==> src/rtl/image_mem_arbiter.sv <==
// Shares the single-port image RAM between the CPU IO window and the display scanner.
// Latency: grants and RAM controls are combinational; read data returns one cycle after the grant.
// Backpressure: requests are held until granted; display wins ties for up to MAX_DISP_RUN cycles.
module image_mem_arbiter #(
    parameter int ADDR_W       = 22,
    parameter int DATA_W       = 8,
    parameter int ORIG_BASE    = 120,
    parameter int IMG_SIZE     = 160000,
    parameter int MAX_DISP_RUN = 4
) (
    input  logic              clk,
    input  logic              rst_n,
    input  logic              cpu_req,
    input  logic              cpu_we,
    input  logic [ADDR_W-1:0] cpu_addr,
    input  logic [DATA_W-1:0] cpu_wdata,
    output logic              cpu_gnt,
    output logic              cpu_rvalid,
    output logic [DATA_W-1:0] cpu_rdata,
    output logic              cpu_err,
    input  logic              disp_req,
    input  logic              disp_sel,
    input  logic [18:0]       disp_idx,
    output logic              disp_gnt,
    output logic              disp_rvalid,
    output logic [DATA_W-1:0] disp_rdata,
    output logic              mem_en,
    output logic              mem_we,
    output logic [18:0]       mem_addr,
    output logic [DATA_W-1:0] mem_wdata,
    input  logic [DATA_W-1:0] mem_rdata
);
    localparam logic [ADDR_W-1:0] BASE_A  = ADDR_W'(ORIG_BASE);
    localparam logic [ADDR_W:0]   SPAN    = (ADDR_W+1)'(2 * IMG_SIZE);
    localparam logic [18:0]       IMG_SZ  = 19'(IMG_SIZE);
    localparam logic [2:0]        RUN_MAX = 3'(MAX_DISP_RUN);

    localparam logic [1:0] TAG_NONE = 2'd0;
    localparam logic [1:0] TAG_CPU  = 2'd1;
    localparam logic [1:0] TAG_DISP = 2'd2;

    logic [2:0]        run_cnt;
    logic [1:0]        tag;
    logic              tag_zero;
    logic [DATA_W-1:0] cpu_hold;
    logic [DATA_W-1:0] disp_hold;
    logic [DATA_W-1:0] ret_dat;
    logic [ADDR_W:0]   cpu_off;
    logic              cpu_ok;
    logic              disp_ok;
    logic [18:0]       disp_addr;

    assign cpu_off   = {1'b0, cpu_addr} - {1'b0, BASE_A};
    assign cpu_ok    = (cpu_addr >= BASE_A) && (cpu_off < SPAN);
    assign disp_ok   = disp_idx < IMG_SZ;
    assign disp_addr = disp_idx + (disp_sel ? IMG_SZ : 19'd0);

    // Display keeps priority only until it has starved a waiting CPU for RUN_MAX cycles.
    always_comb begin
        cpu_gnt  = 1'b0;
        disp_gnt = 1'b0;
        if (rst_n) begin
            if (disp_req && !(cpu_req && run_cnt == RUN_MAX))
                disp_gnt = 1'b1;
            else if (cpu_req)
                cpu_gnt = 1'b1;
        end
    end

    always_comb begin
        mem_en    = 1'b0;
        mem_we    = 1'b0;
        mem_addr  = '0;
        mem_wdata = '0;
        if (cpu_gnt && cpu_ok) begin
            mem_en    = 1'b1;
            mem_we    = cpu_we;
            mem_addr  = cpu_off[18:0];
            mem_wdata = cpu_wdata;
        end else if (disp_gnt && disp_ok) begin
            mem_en    = 1'b1;
            mem_addr  = disp_addr;
            mem_wdata = cpu_wdata;
        end
    end

    always_ff @(posedge clk or negedge rst_n) begin
        if (!rst_n) begin
            run_cnt <= 3'd0;
        end else if (!cpu_req || cpu_gnt) begin
            run_cnt <= 3'd0;
        end else if (disp_gnt && run_cnt < RUN_MAX) begin
            run_cnt <= run_cnt + 3'd1;
        end
    end

    // Out-of-range reads still complete, flagged to return zero instead of RAM data.
    always_ff @(posedge clk or negedge rst_n) begin
        if (!rst_n) begin
            tag      <= TAG_NONE;
            tag_zero <= 1'b0;
            cpu_err  <= 1'b0;
        end else begin
            cpu_err <= cpu_gnt && !cpu_ok;
            if (cpu_gnt && !cpu_we) begin
                tag      <= TAG_CPU;
                tag_zero <= !cpu_ok;
            end else if (disp_gnt) begin
                tag      <= TAG_DISP;
                tag_zero <= !disp_ok;
            end else begin
                tag      <= TAG_NONE;
                tag_zero <= 1'b0;
            end
        end
    end

    assign ret_dat = tag_zero ? '0 : mem_rdata;

    always_ff @(posedge clk or negedge rst_n) begin
        if (!rst_n) begin
            cpu_hold  <= '0;
            disp_hold <= '0;
        end else begin
            if (tag == TAG_CPU)
                cpu_hold <= ret_dat;
            if (tag == TAG_DISP)
                disp_hold <= ret_dat;
        end
    end

    assign cpu_rvalid  = (tag == TAG_CPU);
    assign disp_rvalid = (tag == TAG_DISP);
    assign cpu_rdata   = cpu_rvalid  ? ret_dat : cpu_hold;
    assign disp_rdata  = disp_rvalid ? ret_dat : disp_hold;

endmodule

==> config.mk <==
export PLATFORM = sky130hd
export DESIGN_NAME = image_mem_arbiter
export DESIGN_NICKNAME = d
export VERILOG_FILES = /design/src/rtl/image_mem_arbiter.sv
export SDC_FILE = /design/constraint.sdc
export NUM_CORES = 1
export LEC_CHECK = 0
export ABC_AREA = 1
export CAP_MARGIN = 20
export CORE_ASPECT_RATIO = 1.75
export CORE_MARGIN = 1
export CORE_UTILIZATION = 42
export DETAILED_ROUTE_END_ITERATION = 12
export PLACE_DENSITY_LB_ADDON = 0.12
export SYNTH_ARGS = -nofsm -noshare
export SYNTH_HDL_FRONTEND = slang
export SYNTH_SLANG_ARGS = --single-unit
==> constraint.sdc <==
create_clock -name clk -period 2.7 [get_ports clk]
set_input_delay 0.405 -clock clk [delete_from_list [all_inputs] [get_ports clk]]
set_output_delay 0.405 -clock clk [all_outputs]
set_load 0.02 [all_outputs]
==> metrics.txt <==
status finished, violations left; failing checks negative setup slack; drt drc 0; First-pass DRT Iterations 4; TritonCTS clock tree done; Gate Count Post-Synth between 300 and 400; vias in the first global route 3,207; FF+latch count, synth 23; clk_lat worst skew ~0.26 ns; Yosys warning count 0; Worst EP required 2.30 ns; CORE AREA 5343 um2; DR WL/cell 13.65 um; initial drt markers 78; detailed placer's ending HPWL 6.365 mm; utilization after layout 0.8049; setup_tns -0.03785 ns; Area Overhead vs Synth 82.04%; CTS H-tree depth 1; Worst setup SP type input pin; layout cells sized above 1 0.3606; critical path class input pin to primary output; Placer Congestion approximately 0.89; buffers added on ports about 110; synth top area cells dfrtp_1 24%, nand2_1 20%, nand4_1 8.2%; HP Class flop to flop; PD cells 300.2 nW/um2; fmax 0.3653 GHz; CTS Hold Buffers Added 0; Slew headroom 0.8080; final setup vio count 1; family with the most delay on the worst path simple AND/OR/NAND/NOR gates; clk_skew 0.0006918 ns; TritonCTS buffer count 3; die width 58.69 um; CP Cell Sequence dlygate4sd2_1, inv_1, nand2_2, nor2_2, and2_4, nand2_1, nand2_1, nand2_1, nor2_1, nand2_1, nor2_4, buf_12, buf_6, nand4_1, nand2_1, buf_4; CP max stage delay 0.29 ns; synthesized cell area 2362 um2; Final Hold Viols 0; fin nets 636; Die Height 101.2 um; sequential area share after synthesis 0.2436; syn nets 446; buffers and inverters on the worst path 5; crit-path most repeated cell nand2_1; area leader, netlist dfrtp_1; P_leak approximately 2.3 nW; fin crit share 1.014; CTS sink cnt 23; global-route wire length before repair 13.38 mm; gr usage total 0.2867; Final Max Slew Viols 0; total grt overflow 0; starting density of the core 0.4422; clk root buf clkbuf_8; Synth top area share 0.2436; placed cell areas between 4000 and 5000 um2; number of vias per cell 5.096; setup slack after layout -0.03785 ns; FILL cells 385; ant diodes 0; Antenna Nets Post-Route 0; maximum fanout along the worst path 6; # Max-Cap Violations 0; syn_area_per_cell 6.316 um2; Least-Margin Pin Slew around 0.29 ns; library cells used by synthesis 28; CP endpoint kind primary output; Core Rows 35; Max Buffers Root-to-Sink 2; Total Routed Length approximately 8.7 mm; largest net degree at the start of global routing 30; clock-pin slew on the worst setup and hold paths 0.07 ns; Critical Path AT ~2.3 ns; routed via count 3,246; IO Count 113; Tmin final 2.738 ns; maximum VDD drop 0.0001665 V; DIE AREA 5940 um2; initial antenna violation count 0; post-route cell area 4300 um2; CP max stage cell dlygate4sd2_1
==> Yosys cell counts <==
master	number
nor2_4	4
nor3_1	3
nand3_1	26
a21oi_1	4
o21ai_0	6
xnor2_1	1
a21oi_2	1
o21ai_1	1
inv_2	2
nand2_1	123
nor2_1	41
nand3b_1	1
buf_1	1
and2_1	1
buf_6	3
nor2_2	7
nand4_1	31
clkbuf_1	4
nand3_2	2
a211oi_1	1
mux2_2	16
inv_1	51
a41oi_1	1
buf_2	4
dfrtp_1	23
ha_1	9
xor2_1	5
or2_2	2
==> metrics by stage <==
stage	instances	total power, mW	worst slack [ns]	hold WS (ns)
floorplan	374	0.7025	0.2461	0.1094
finish	637	1.291	-0.03785	0.5000
global placement	617	1.047	-0.6163	0.4786
global route	637	1.369	-0.1112	0.5141
detailed placement	617	1.064	-0.6620	0.4879
CTS	629	1.272	0.001911	0.5038
==> cell families (layout without fill, tap and decap cells) <==
| kind of cell | after synthesis | after routing | synth area share |
|---|---|---|---|
| AOI/OAI and AO/OA | 14 | 14 | 0.03390 |
| xor gates and xnor gates | 6 | 6 | 0.02225 |
| adders and majority gates | 9 | 9 | 0.04767 |
| buffers and inverters | 65 | 254 | 0.1149 |
| DFF | 23 | 23 | 0.2436 |
| muxes | 16 | 16 | 0.07627 |
| and+or+nand+nor | 241 | 241 | 0.4613 |
==> path summary, 6_finish.rpt <==
| check | start | endpoint | slack, ns | depth (start not counted) |
|---|---|---|---|---|
| max | cpu_addr[13] | mem_addr[16] | -0.04 | 16 |
| max in group asynchronous | rst_n | cpu_hold[1] | 1.90 | 2 |
| min | cpu_hold[0] | cpu_hold[0] | 0.50 | 1 |
| min in group asynchronous | rst_n | run_cnt[1] | 0.58 | 2 |
| min reg2reg | cpu_hold[0] | cpu_hold[0] | 0.50 | 1 |
| max reg2reg | run_cnt[0] | run_cnt[0] | 1.16 | 9 |
==> worst register-to-register path, cell delays in order, from the launching register on <==
cell,delay (ns)
dfrtp_1,0.39
inv_1,0.06
ha_1,0.20
nand3_1,0.06
nand2_1,0.08
nor2_1,0.17
buf_4,0.17
nand2_1,0.09
xor2_1,0.16
nor2_1,0.05
==> report_power, final <==
part / total (mW) / internal, mW / switching, mW / leakage (nW)
registers: 0.417 / 0.400 / 0.0174 / 0.292
logic: 0.668 / 0.343 / 0.325 / 1.95
clock network: 0.206 / 0.103 / 0.103 / 0.0255
==> placed cells by master (no fill, tap or decap), drive strengths merged <==
master,n
a211oi,1
a21oi,5
a41oi,1
and2,1
buf,113
clkbuf,14
clkdlybuf4s15,1
clkdlybuf4s50,63
clkinv,1
dfrtp,23
dlygate4sd2,9
ha,9
inv,53
mux2,16
nand2,123
nand3,28
nand3b,1
nand4,31
nor2,52
nor3,3
o21ai,7
or2,2
xnor2,1
xor2,5
==> layout make-up <==
type	instances	area [um2]	area share
timing repair buffer	197	1702	0.3957
multi-input combinational	286	1683	0.3913
sequential	23	575.6	0.1338
inverter	53	201.4	0.04684
tap	74	92.59	0.02153
clock buffer	3	41.29	0.009601
clock inverter	1	5.005	0.001164
==> flip-flops by register name (all words and copies together), names as in the netlist <==
signal	flops
cpu_err	1
disp_hold	8
tag	2
run_cnt	3
cpu_hold	8
tag_zero	1
==> metal layers <==
metal	track usage	wire, um	up-vias
li1	-	-	1588
met1	0.2721	2990	1508
met2	0.5747	5075	120
met3	0.02937	323	30
met4	0.1520	305	0
met5	0	0	-
==> what timing repair did <==
action | in CTS | in global routing
resized for setup | 173 | 62
setup endpoints to repair | 29 | 29
cloned | 1 | 3
buffers inserted | 7 | 7
pin swaps | 23 | 32
No activity file was read; power rests on OpenSTA's default activity.
